File: src/rtl/ro_entropy_pkg.sv
// Shared types and default constants for the ring-oscillator entropy collector.
package ro_entropy_pkg;

   typedef enum logic {
      VN_IDLE       = 1'b0,
      VN_HAVE_FIRST = 1'b1
   } vn_state_t;

   localparam int DEF_NUM_CH    = 4;
   localparam int DEF_WORD_W    = 8;
   localparam int DEF_DIV_W     = 8;
   localparam int DEF_REP_LIMIT = 32;

endpackage

File: src/rtl/vn_debiaser.sv
// Von Neumann debiaser: samples pairs of bits on tick, emits the first bit of
// an unequal pair (01 -> 0, 10 -> 1) and discards equal pairs.
module vn_debiaser
   import ro_entropy_pkg::*;
(
   input  logic clk,
   input  logic rst_n,
   input  logic clr,
   input  logic tick,
   input  logic bit_in,
   output logic bit_valid,
   output logic bit_out
);

   vn_state_t state;
   logic      first_bit;

   // Remember the first sample of a pair and close the pair on the next tick
   always_ff @(posedge clk or negedge rst_n) begin
      if (!rst_n) begin
         state     <= VN_IDLE;
         first_bit <= 1'b0;
      end else if (clr) begin
         state <= VN_IDLE;
      end else if (tick) begin
         if (state == VN_IDLE) begin
            state     <= VN_HAVE_FIRST;
            first_bit <= bit_in;
         end else begin
            state <= VN_IDLE;
         end
      end
   end

   assign bit_valid = !clr && tick && (state == VN_HAVE_FIRST) && (first_bit != bit_in);
   assign bit_out   = first_bit;

endmodule

File: src/rtl/ro_entropy_collector.sv
// Ring-oscillator entropy collector: synchronises and XOR-combines the
// oscillator bits, samples them on a programmable tick, debiases pairs and
// packs the surviving bits into words behind a valid/ready handshake.
// Optional repetition-count health test enabled by defining RO_HEALTH_TEST_EN.
module ro_entropy_collector
   import ro_entropy_pkg::*;
#(
   parameter int NUM_CH    = DEF_NUM_CH,
   parameter int WORD_W    = DEF_WORD_W,
   parameter int DIV_W     = DEF_DIV_W,
   parameter int REP_LIMIT = DEF_REP_LIMIT
) (
   input  logic              clk,
   input  logic              rst_n,
   input  logic              en,
   input  logic [NUM_CH-1:0] ch_en,
   input  logic [NUM_CH-1:0] raw_in,
   input  logic [DIV_W-1:0]  sample_div,
   output logic [WORD_W-1:0] out_data,
   output logic              out_valid,
   input  logic              out_ready,
   output logic              overrun,
   output logic              health_fail
);

   localparam int               CNT_W    = $clog2(WORD_W);
   localparam logic [CNT_W-1:0] LAST_BIT = CNT_W'(WORD_W - 1);

   logic [NUM_CH-1:0] sync_meta;
   logic [NUM_CH-1:0] sync_q;
   logic              comb_bit;
   logic [DIV_W-1:0]  div_cnt;
   logic              tick;
   logic              vn_clr;
   logic              vn_valid;
   logic              vn_bit;
   logic              emit;
   logic              word_full;
   logic              can_load;
   logic              load_word;
   logic [CNT_W-1:0]  bit_cnt;
   logic [WORD_W-2:0] acc;
   logic [WORD_W-1:0] next_word;

   // Two-flop synchroniser for every asynchronous oscillator input
   always_ff @(posedge clk or negedge rst_n) begin
      if (!rst_n) begin
         sync_meta <= '0;
         sync_q    <= '0;
      end else begin
         sync_meta <= raw_in;
         sync_q    <= sync_meta;
      end
   end

   assign comb_bit = ^(sync_q & ch_en);
   assign tick     = en && (div_cnt >= sample_div);

   // Sample divider: counts 0..sample_div, parked at 0 while collection is off
   always_ff @(posedge clk or negedge rst_n) begin
      if (!rst_n) begin
         div_cnt <= '0;
      end else if (!en || tick) begin
         div_cnt <= '0;
      end else begin
         div_cnt <= div_cnt + DIV_W'(1);
      end
   end

   assign vn_clr = !en;

   vn_debiaser u_vn (
      .clk       (clk),
      .rst_n     (rst_n),
      .clr       (vn_clr),
      .tick      (tick),
      .bit_in    (comb_bit),
      .bit_valid (vn_valid),
      .bit_out   (vn_bit)
   );

   assign emit      = vn_valid && !health_fail;
   assign word_full = (bit_cnt == LAST_BIT);
   assign can_load  = !out_valid || out_ready;
   assign load_word = emit && word_full && can_load;
   assign next_word = {acc, vn_bit};

   // Shift debiased bits in; a completing bit that cannot be delivered is dropped
   always_ff @(posedge clk or negedge rst_n) begin
      if (!rst_n) begin
         acc     <= '0;
         bit_cnt <= '0;
      end else if (!en) begin
         bit_cnt <= '0;
      end else if (emit) begin
         if (!word_full) begin
            acc     <= next_word[WORD_W-2:0];
            bit_cnt <= bit_cnt + CNT_W'(1);
         end else if (can_load) begin
            acc     <= next_word[WORD_W-2:0];
            bit_cnt <= '0;
         end
      end
   end

   // Output word register with handshake and sticky overrun flag
   always_ff @(posedge clk or negedge rst_n) begin
      if (!rst_n) begin
         out_data  <= '0;
         out_valid <= 1'b0;
         overrun   <= 1'b0;
      end else begin
         if (load_word) begin
            out_data  <= next_word;
            out_valid <= 1'b1;
         end else if (out_valid && out_ready) begin
            out_valid <= 1'b0;
         end
         if (emit && word_full && !can_load) begin
            overrun <= 1'b1;
         end
      end
   end

`ifdef RO_HEALTH_TEST_EN
   localparam logic [7:0] RUN_LIMIT = 8'(REP_LIMIT);

   logic [7:0] run_cnt;
   logic [7:0] run_next;
   logic       last_bit;

   assign run_next = (comb_bit != last_bit) ? 8'd1 :
                     (run_cnt == 8'hFF)     ? run_cnt : run_cnt + 8'd1;

   // Repetition-count test on every sampled bit; failure is sticky until reset
   always_ff @(posedge clk or negedge rst_n) begin
      if (!rst_n) begin
         run_cnt     <= '0;
         last_bit    <= 1'b0;
         health_fail <= 1'b0;
      end else if (tick) begin
         run_cnt  <= run_next;
         last_bit <= comb_bit;
         if (run_next >= RUN_LIMIT) begin
            health_fail <= 1'b1;
         end
      end
   end
`else
   assign health_fail = 1'b0;
`endif

endmodule

File: config.mk
export PLATFORM = sky130hd
export DESIGN_NAME = ro_entropy_collector
export DESIGN_NICKNAME = d
export VERILOG_FILES = /design/src/rtl/ro_entropy_pkg.sv /design/src/rtl/vn_debiaser.sv /design/src/rtl/ro_entropy_collector.sv
export SDC_FILE = /design/constraint.sdc
export NUM_CORES = 1
export LEC_CHECK = 0
export ABC_CLOCK_PERIOD_IN_PS = 2800
export CAP_MARGIN = 30
export CORE_MARGIN = 2
export CORE_UTILIZATION = 51
export DETAILED_ROUTE_END_ITERATION = 6
export GPL_TIMING_DRIVEN = 0
export HOLD_SLACK_MARGIN = 0.12
export PLACE_DENSITY_LB_ADDON = 0.15
export SKIP_LAST_GASP = 1
export SYNTH_ARGS = -nofsm -noshare
export SYNTH_HDL_FRONTEND = slang
export SYNTH_HIERARCHICAL = 1
export SYNTH_SLANG_ARGS = --single-unit
File: constraint.sdc
create_clock -name clk -period 2.8 [get_ports clk]
set_input_delay 0.84 -clock clk [delete_from_list [all_inputs] [get_ports clk]]
set_output_delay 0.84 -clock clk [all_outputs]
set_load 0.02 [all_outputs]
==> run summary, run 1 <==
The wire length after detailed routing came out at roughly 3000 um. The total number of placement rows is 21. At the end of the flow the core is filled with cells to 70.4%. The cell count after synthesis is about 140.

Based on the critical path, the design can be clocked at up to roughly 360 MHz. The met1 track demand over resource is about a fifth. The type of element capturing the critical path is a register.

The number of buffer cells added on primary ports is 29. For this run, the register share of the synthesized area comes to 54.8%. TritonCTS built the clock tree.

The total core area is 0.00331 mm^2. The worst ir drop on vdd came out at 0.430 mV. The number of hold violations in the final report came out at 0.

The flow ran to the end, and the final reports show no timing, DRC or antenna violations. The class of the most critical setup path is input port to register. Once detailed placement completed, the half-perimeter wirelength came to 2150 um. The internal cell power came out at 741 uW.

The shortest period the worst path allows came out at 2.74 ns. The post-synthesis sequential element count came out at 38. The total power divided by cell area is 420 mW/mm^2. The number of antenna diodes is 0. The total of warnings raised by yosys is 6. The met2 layer usage reported by global route came out at 33.7%.

The setup-violating endpoint count in the final report is 0. The measured slew at the worst slew-check pin came out at approximately 0.82 ns. The count of nets left with antenna violations once routing finished came out at 0. The number of iterations in the first detailed-routing pass is 4. The total number of nets in the final design came out at 210. The die span in y is 62.4 um. Sorting the synthesized cells by area gives the leading types as dfrtp_1 55%, mux2_2 9.7%, ha_1 7.9%, xor2_1 3.0%, nor2_1 2.6%.

The count of final max-slew check failures came out at 0. The initial standard-cell utilization of the core is about 52%. Walking the worst path, the cells encountered are dlygate4sd2_1, inv_2, ha_4, a21oi_4, or3_4, a21oi_4, and4b_2, nand2_2, nor2b_2, buf_6, mux2_2.

The detail-routed via count per cell came out at about 5. The largest net degree at the start of global routing is 39. The number of distinct library cells after synthesis is 32. The mean instance size in the synthesized netlist is 12.5 um^2. The initial antenna violation count is 0. Of the total power, the share spent switching nets is 24.4%. The met3 track utilization from global routing came out at 5.25%. The leakage dissipation came out at around 0.0011 uW. The max-capacitance violation count is 0.

The vias after detailed routing came out at 1124. The die boundary width came out at 62.4 um. Buffers inserted during clock tree synthesis total 5. The TritonCTS sink count came out at 38.

The floorplan step defined a die boundary enclosing just under 0.004 mm^2. In the routed design, unresolved DRC markers number 0. The area added between synthesis and finish came out at 34.2%.

The cell chosen for the clock root is clkbuf_4. The via count of the first global-routing pass is 1211. In this run the biggest area consumer among cell types represents 54.8% of the synthesized area. The biggest fanout along the worst timing path came out at 8.

The largest total area in the synthesized netlist belongs to dfrtp_1. The placed cell area is 0.00215 mm^2. The worst setup path is launched from an input port. The global-route total usage across every layer is 18.2%. The wire length per cell is ~13 um. The global-route wire length before repair came out at 5490 um. The boundary pin count is 31. The layer flagged by global routing as most heavily used is met2. The share of total power dissipated in the clock network is between 30% and 40%. The number of nets produced by synthesis came out at 170.

The sequential share of power is about three fifths. In this run, the combinational gates consume 11.5% of the power. The global-route congestion overflow total is 0. The proportion of layout cells with a drive suffix above 1 came out at between 30% and 40%. The total net switching power came out at 239 uW.

The CTS clock-pin slew for the worst setup and hold paths is 0.11 ns. The final setup skew came out at about 0.0075 ns. The buffer depth of the longest clock path is 2.

The slowest stage of the critical path belongs to the cell or3_4. Data arrives at the worst endpoint at 2.98 ns. The most prevalent standard cell on the critical path is a21oi_4. The finished cells cover 0.00233 mm^2.

The latest clock arrival within the worst-skew pair is between 0.3 and 0.4 ns. The H-tree was split into 2 levels. The max-slew headroom at the worst pin is a little under half.

The congestion estimate from routability-driven global placement came to 0.711. The tightest min-delay check is of the register to register type. The largest stage delay on the critical path came out at 0.39 ns. The data required time at the worst endpoint came out at 3.04 ns. The area of the mapped netlist came out at 0.00174 mm^2. The post-route fraction of the period consumed by the critical path is 97.9%. The starting DRC count in detailed routing is 43.
-- final timing paths --
| kind | from | endpoint | slack [ns] | cells past startpoint |
|---|---|---|---|---|
| max | sample_div[1] | out_data[0] | 0.06 | 11 |
| min | sync_meta[3] | sync_q[3] | 0.36 | 0 |
| max reg2reg | div_cnt[2] | acc[2] | 0.21 | 10 |
| min reg2reg | sync_meta[3] | sync_q[3] | 0.36 | 0 |
| max in group asynchronous | rst_n | div_cnt[3] | 1.71 | 1 |
| min in group asynchronous | rst_n | acc[0] | 0.58 | 1 |
-- cells by family after synthesis --
logic type	share of synthesized area (%)
adders and majority gates	7.92
and+or+nand+nor	11.0
xor gates and xnor gates	5.55
muxes	11.7
DFF	54.8
other	0.216
buffers and inverters	3.39
AOI/OAI and AO/OA	5.40
-- layer usage --
layer  share of wire (%)  vias to the layer above
met5                   0                        -
met4                 1.2                        0
met2                  53                       26
li1                    -                      543
met3                 4.8                        5
met1                  40                      550
-- flip-flops by register name (all words and copies together) (netlist names) --
| signal | cells |
|---|---|
| overrun | 1 |
| div_cnt | 8 |
| sync_q | 4 |
| u_vn/state | 1 |
| out_data | 8 |
| sync_meta | 4 |
| u_vn/bit_out | 1 |
| bit_cnt | 3 |
| out_valid | 1 |
| acc | 7 |
-- metrics by stage --
stage               total power [uW]  hold WS [ns]  cells  TNS, ns  setup slack, ns
floorplan                        630         0.331    139    -1.57           -0.129
global placement                 676         0.332    214   -15.02           -0.869
detailed placement               679         0.336    214   -16.58           -0.936
CTS                              995         0.362    225        0          0.00108
global route                    1040         0.380    226  -0.0856          -0.0315
finish                           980         0.357    226        0           0.0586
-- synth_stat cells, drive strengths merged --
| cell type | count |
|---|---|
| a21o | 1 |
| a21oi | 5 |
| and2 | 1 |
| and3 | 2 |
| and4b | 1 |
| buf | 3 |
| conb | 1 |
| dfrtp | 38 |
| ha | 11 |
| inv | 11 |
| mux2 | 16 |
| mux2i | 2 |
| nand2 | 7 |
| nand2b | 2 |
| nand3 | 3 |
| nand4 | 1 |
| nor2 | 12 |
| nor2b | 1 |
| nor3b | 2 |
| o21a | 1 |
| o21ai | 1 |
| o21bai | 1 |
| o311ai | 1 |
| or2 | 1 |
| or3 | 2 |
| or4 | 1 |
| xnor2 | 5 |
| xor2 | 6 |
-- placed cells by master, fill, tap and decap left out, drive strengths merged --
cell and n:
xnor2 5, mux2 16, and4b 1, buf 11
nand4 1, nor2 12, or4 1, clkdlybuf4s15 2
o21ai 1, conb 1, clkdlybuf4s50 20, o311ai 1
o21a 1, and2 1, dlygate4sd2 2, and3 2
clkinvlp 1, dfrtp 38, nor3b 2, clkinv 1
inv 11, nand3 3, clkbuf 7, or2 1
o21bai 1, nand2b 2, ha 11, a21oi 5
nand2 7, mux2i 2, or3 2, a21o 1
nor2b 1, xor2 6
-- layout make-up --
type,count,area [um^2]
fillers,259,980
flip-flops and latches,38,951
multi-input cells,87,877
repair buffers,33,295
well taps,46,57.6
inverters,11,56.3
clock buffers,6,51.3
plain buffers,3,30.0
clock inverters,2,12.5
-- power groups by stage --
stage / clock network [uW] / logic, uW / registers, uW
2_1_floorplan: 0 / 53.3 / 577
3_3_place_gp: 0 / 96.7 / 579
3_5_place_dp: 0 / 99.9 / 579
4_1_cts: 311 / 114 / 569
5_1_grt: 338 / 127 / 571
6_report: 298 / 112 / 569
-- critical path, delay by kind of cell --
kind	cells	cell delay [ns]
AND/OR/NAND/NOR	4	0.91
buffers and inverters	3	0.42
multiplexers	1	0.33
adder cells (fa/ha/maj)	1	0.27
AO/OA/AOI/OAI	2	0.20
-- what timing repair did --
action | in CTS | in global routing
setup buffers | 3 | 1
hold endpoints to repair | 0 | 0
setup endpoints to repair | 20 | 15
hold buffers | 0 | 0
pin swaps | 13 | 5
gates resized for setup | 35 | 8
No activity file was read; power rests on OpenSTA's default activity.
==> run 2, diff against run 1 <==
--- a/config.mk
+++ b/config.mk
@@ -14,6 +14,7 @@
 export HOLD_SLACK_MARGIN = 0.12
 export PLACE_DENSITY_LB_ADDON = 0.15
 export SKIP_LAST_GASP = 1
+export SLEW_MARGIN = 20
 export SYNTH_ARGS = -nofsm -noshare
 export SYNTH_HDL_FRONTEND = slang
 export SYNTH_HIERARCHICAL = 1
==> run summary, run 2 (synthesized netlist as in run 1, its figures left out) <==
The initial antenna violation count is 0 (unchanged). The number of nets with antenna violations after detailed routing is 0 (unchanged). The top achievable clock speed is 365 MHz (about the same). The shortest period the worst path allows came out at 2.74 ns (about the same). The final setup skew came out at 0.00777 ns (was 0.00746 ns). The end of the critical path is acc[5] (was out_data[0]). The biggest fanout along the worst timing path came out at 7 (was 8).

The global-route wire length before repair was 5500 um (was 5490 um). The TritonCTS sink count is 38 (unchanged). The CTS clock-pin slew for the worst setup and hold paths is 0.11 ns (about the same). The H-tree depth came out at 2 (unchanged).

Commonest cells after routing, fill and taps aside: 38 x dfrtp_1, 20 x clkdlybuf4s50_1, 13 x mux2_4, 12 x nor2_1, 7 x ha_4 (was 38 x dfrtp_1, 20 x clkdlybuf4s50_1, 12 x nor2_1, 9 x mux2_2, 7 x mux2_4). The half-perimeter wire length after detailed placement was 2200 um (was 2150 um). The largest net degree at the start of global routing is 26 (was 39). The global-route total usage across every layer is 18.4% (was 18.2%). Setup repair after global routing left no endpoint under its margin. The area added between synthesis and finish is 38.0% (was 34.2%). The arrival time at the worst endpoint came to 2.98 ns (about the same). The launch point of the worst path is sample_div[3] (was sample_div[1]).

The worst hold path class is register to register (unchanged). The critical register-to-register path endpoint is acc[5] (was acc[2]). The wire length after detailed routing came out at 2930 um (was 2940 um). The total number of placement rows came out at 21 (unchanged). The total number of nets in the final design is 211 (was 210). The class of the most critical setup path was input port to register (unchanged). The total power divided by cell area came to 413 mW/mm^2 (was 420 mW/mm^2). The number of cell instances on the worst register-to-register path came out at 11 (was 10). The vias after detailed routing came out at 1096 (was 1124). The max-capacitance violation count is 0 (unchanged). The total design power came out at 991 uW (was 980 uW). The die boundary width is 62.4 um (unchanged). The worst flop-to-flop path startpoint is div_cnt[0] (was div_cnt[2]). The initial standard-cell utilization of the core came to 52.5% (unchanged). The number of buffer cells added on primary ports came out at 29 (unchanged). The leakage dissipation came to 0.00115 uW (was 0.00112 uW). The buffer depth of the longest clock path is 2 (unchanged). Regs by FF count: div_cnt (8), out_data (8), acc (7) (unchanged). The setup-violating endpoint count in the final report came to 0 (unchanged).

The data required time at the worst endpoint came to 3.04 ns (about the same). The most common library cell in the layout ignoring fill and taps is dfrtp_1 (unchanged). The boundary pin count came to 31 (unchanged). The residual DRC count is 0 (unchanged). The final critical-path setup slack is 0.0573 ns (was 0.0586 ns). Status: finished, final reports clean (unchanged). The number of hold violations in the final report was 0 (unchanged). The latest clock arrival within the worst-skew pair is 0.34 ns (about the same). The global placer's final weighted congestion is 0.711 (unchanged). The total core area is 0.00331 mm^2 (unchanged). The post-route fraction of the period consumed by the critical path was 98.0% (was 97.9%). The detail-routed via count per cell came to 4.83 (was 4.97). The clock tree from TritonCTS is yes (unchanged). The register-to-register setup slack came out at 0.20 ns (was 0.21 ns). The area of the die is 0.00389 mm^2 (unchanged). The worst setup slack before clock tree synthesis came out at -0.949 ns (was -0.936 ns). The type of origin of the critical path is an input port (unchanged). The starting DRC count in detailed routing is 46 (was 43). The number of iterations in the first detailed-routing pass came to 3 (was 4). The global-route congestion overflow total came out at 0 (unchanged). The via count of the first global-routing pass is 1211 (unchanged). The wire length per cell came out at 12.9 um (was 13.0 um). The count of final max-slew check failures is 0 (unchanged).

The cell chosen for the clock root is clkbuf_4 (unchanged). The clock buffer count from CTS is 5 (unchanged). The proportion of layout cells with a drive suffix above 1 was 35.9% (was 33.9%). The die span in y came out at 62.4 um (unchanged). The number of antenna diodes came out at 0 (unchanged). The worst ir drop on vdd is 0.427 mV (was 0.430 mV). The type of element capturing the critical path is a register (unchanged).
-- run 2: worst min-delay path by stage --
stage,slack [ns],end,startpoint,cells past startpoint
3_5_place_dp,0.34,sync_q[3],sync_meta[3],0
4_1_cts,0.36,sync_q[3],sync_meta[3],0
2_1_floorplan,0.33,sync_q[0],sync_meta[0],0
3_3_place_gp,0.33,sync_q[0],sync_meta[0],0
5_1_grt,0.38,out_valid,rst_n,1
6_report,0.36,sync_q[3],sync_meta[3],0
-- run 2: worst max-delay path, stage by stage --
cell,delay [ns]
buf_4,0.13
inv_12,0.03
ha_4,0.24
o21a_1,0.14
a21oi_2,0.06
or3_4,0.38
a21oi_4,0.14
and4b_2,0.29
o21ai_4,0.07
or2_1,0.21
buf_6,0.15
mux2_4,0.30
-- run 2: area by class of cell --
type / count / area, um^2
flip-flops and latches: 38 / 951
plain buffers: 3 / 30.0
multi-input cells: 87 / 917
inverters: 11 / 56.3
clock inverters: 2 / 12.5
repair buffers: 34 / 322
clock buffers: 6 / 51.3
well taps: 46 / 57.6
fillers: 260 / 913
-- run 2: what timing repair did --
action / 4_1_cts / 5_1_grt
endpoints found under the setup margin: 20 / 15
endpoints found under the hold margin: 0 / 0
buffers inserted: 4 / 0
hold buffers: 0 / 0
resized for setup: 42 / 11
pin swaps: 12 / 4
-- run 2: metal layers --
metal	share of wire, %	routed length [um]	up-vias	global-route usage, %
met3	4.8	141	5	5.43
li1	-	-	545	-
met5	0	0	-	0
met2	52	1520	23	32.2
met1	41	1210	523	21.2
met4	2.0	59	0	7.50
-- run 2: stage by stage --
stage / setup TNS [ns] / util, % / cell area (um^2) / instances / hold slack, ns
final: 0 / 72.4 / 2400 / 227 / 0.359
after global routing: 0 / 72.4 / 2400 / 227 / 0.379
after CTS: 0 / 71.6 / 2370 / 227 / 0.362
after detailed placement: -16.75 / 65.7 / 2170 / 215 / 0.336
after global placement: -15.02 / 65.0 / 2150 / 214 / 0.332
after floorplan: -1.57 / - / 1800 / 139 / 0.331
-- run 2: report_power, final --
| part | internal (uW) | switching, uW | leakage (uW) | total, uW |
|---|---|---|---|---|
| logic | 66.7 | 54.0 | 0.000611 | 121 |
| clock network | 121 | 180 | 0.0000343 | 300 |
| registers | 560 | 9.81 | 0.000510 | 570 |
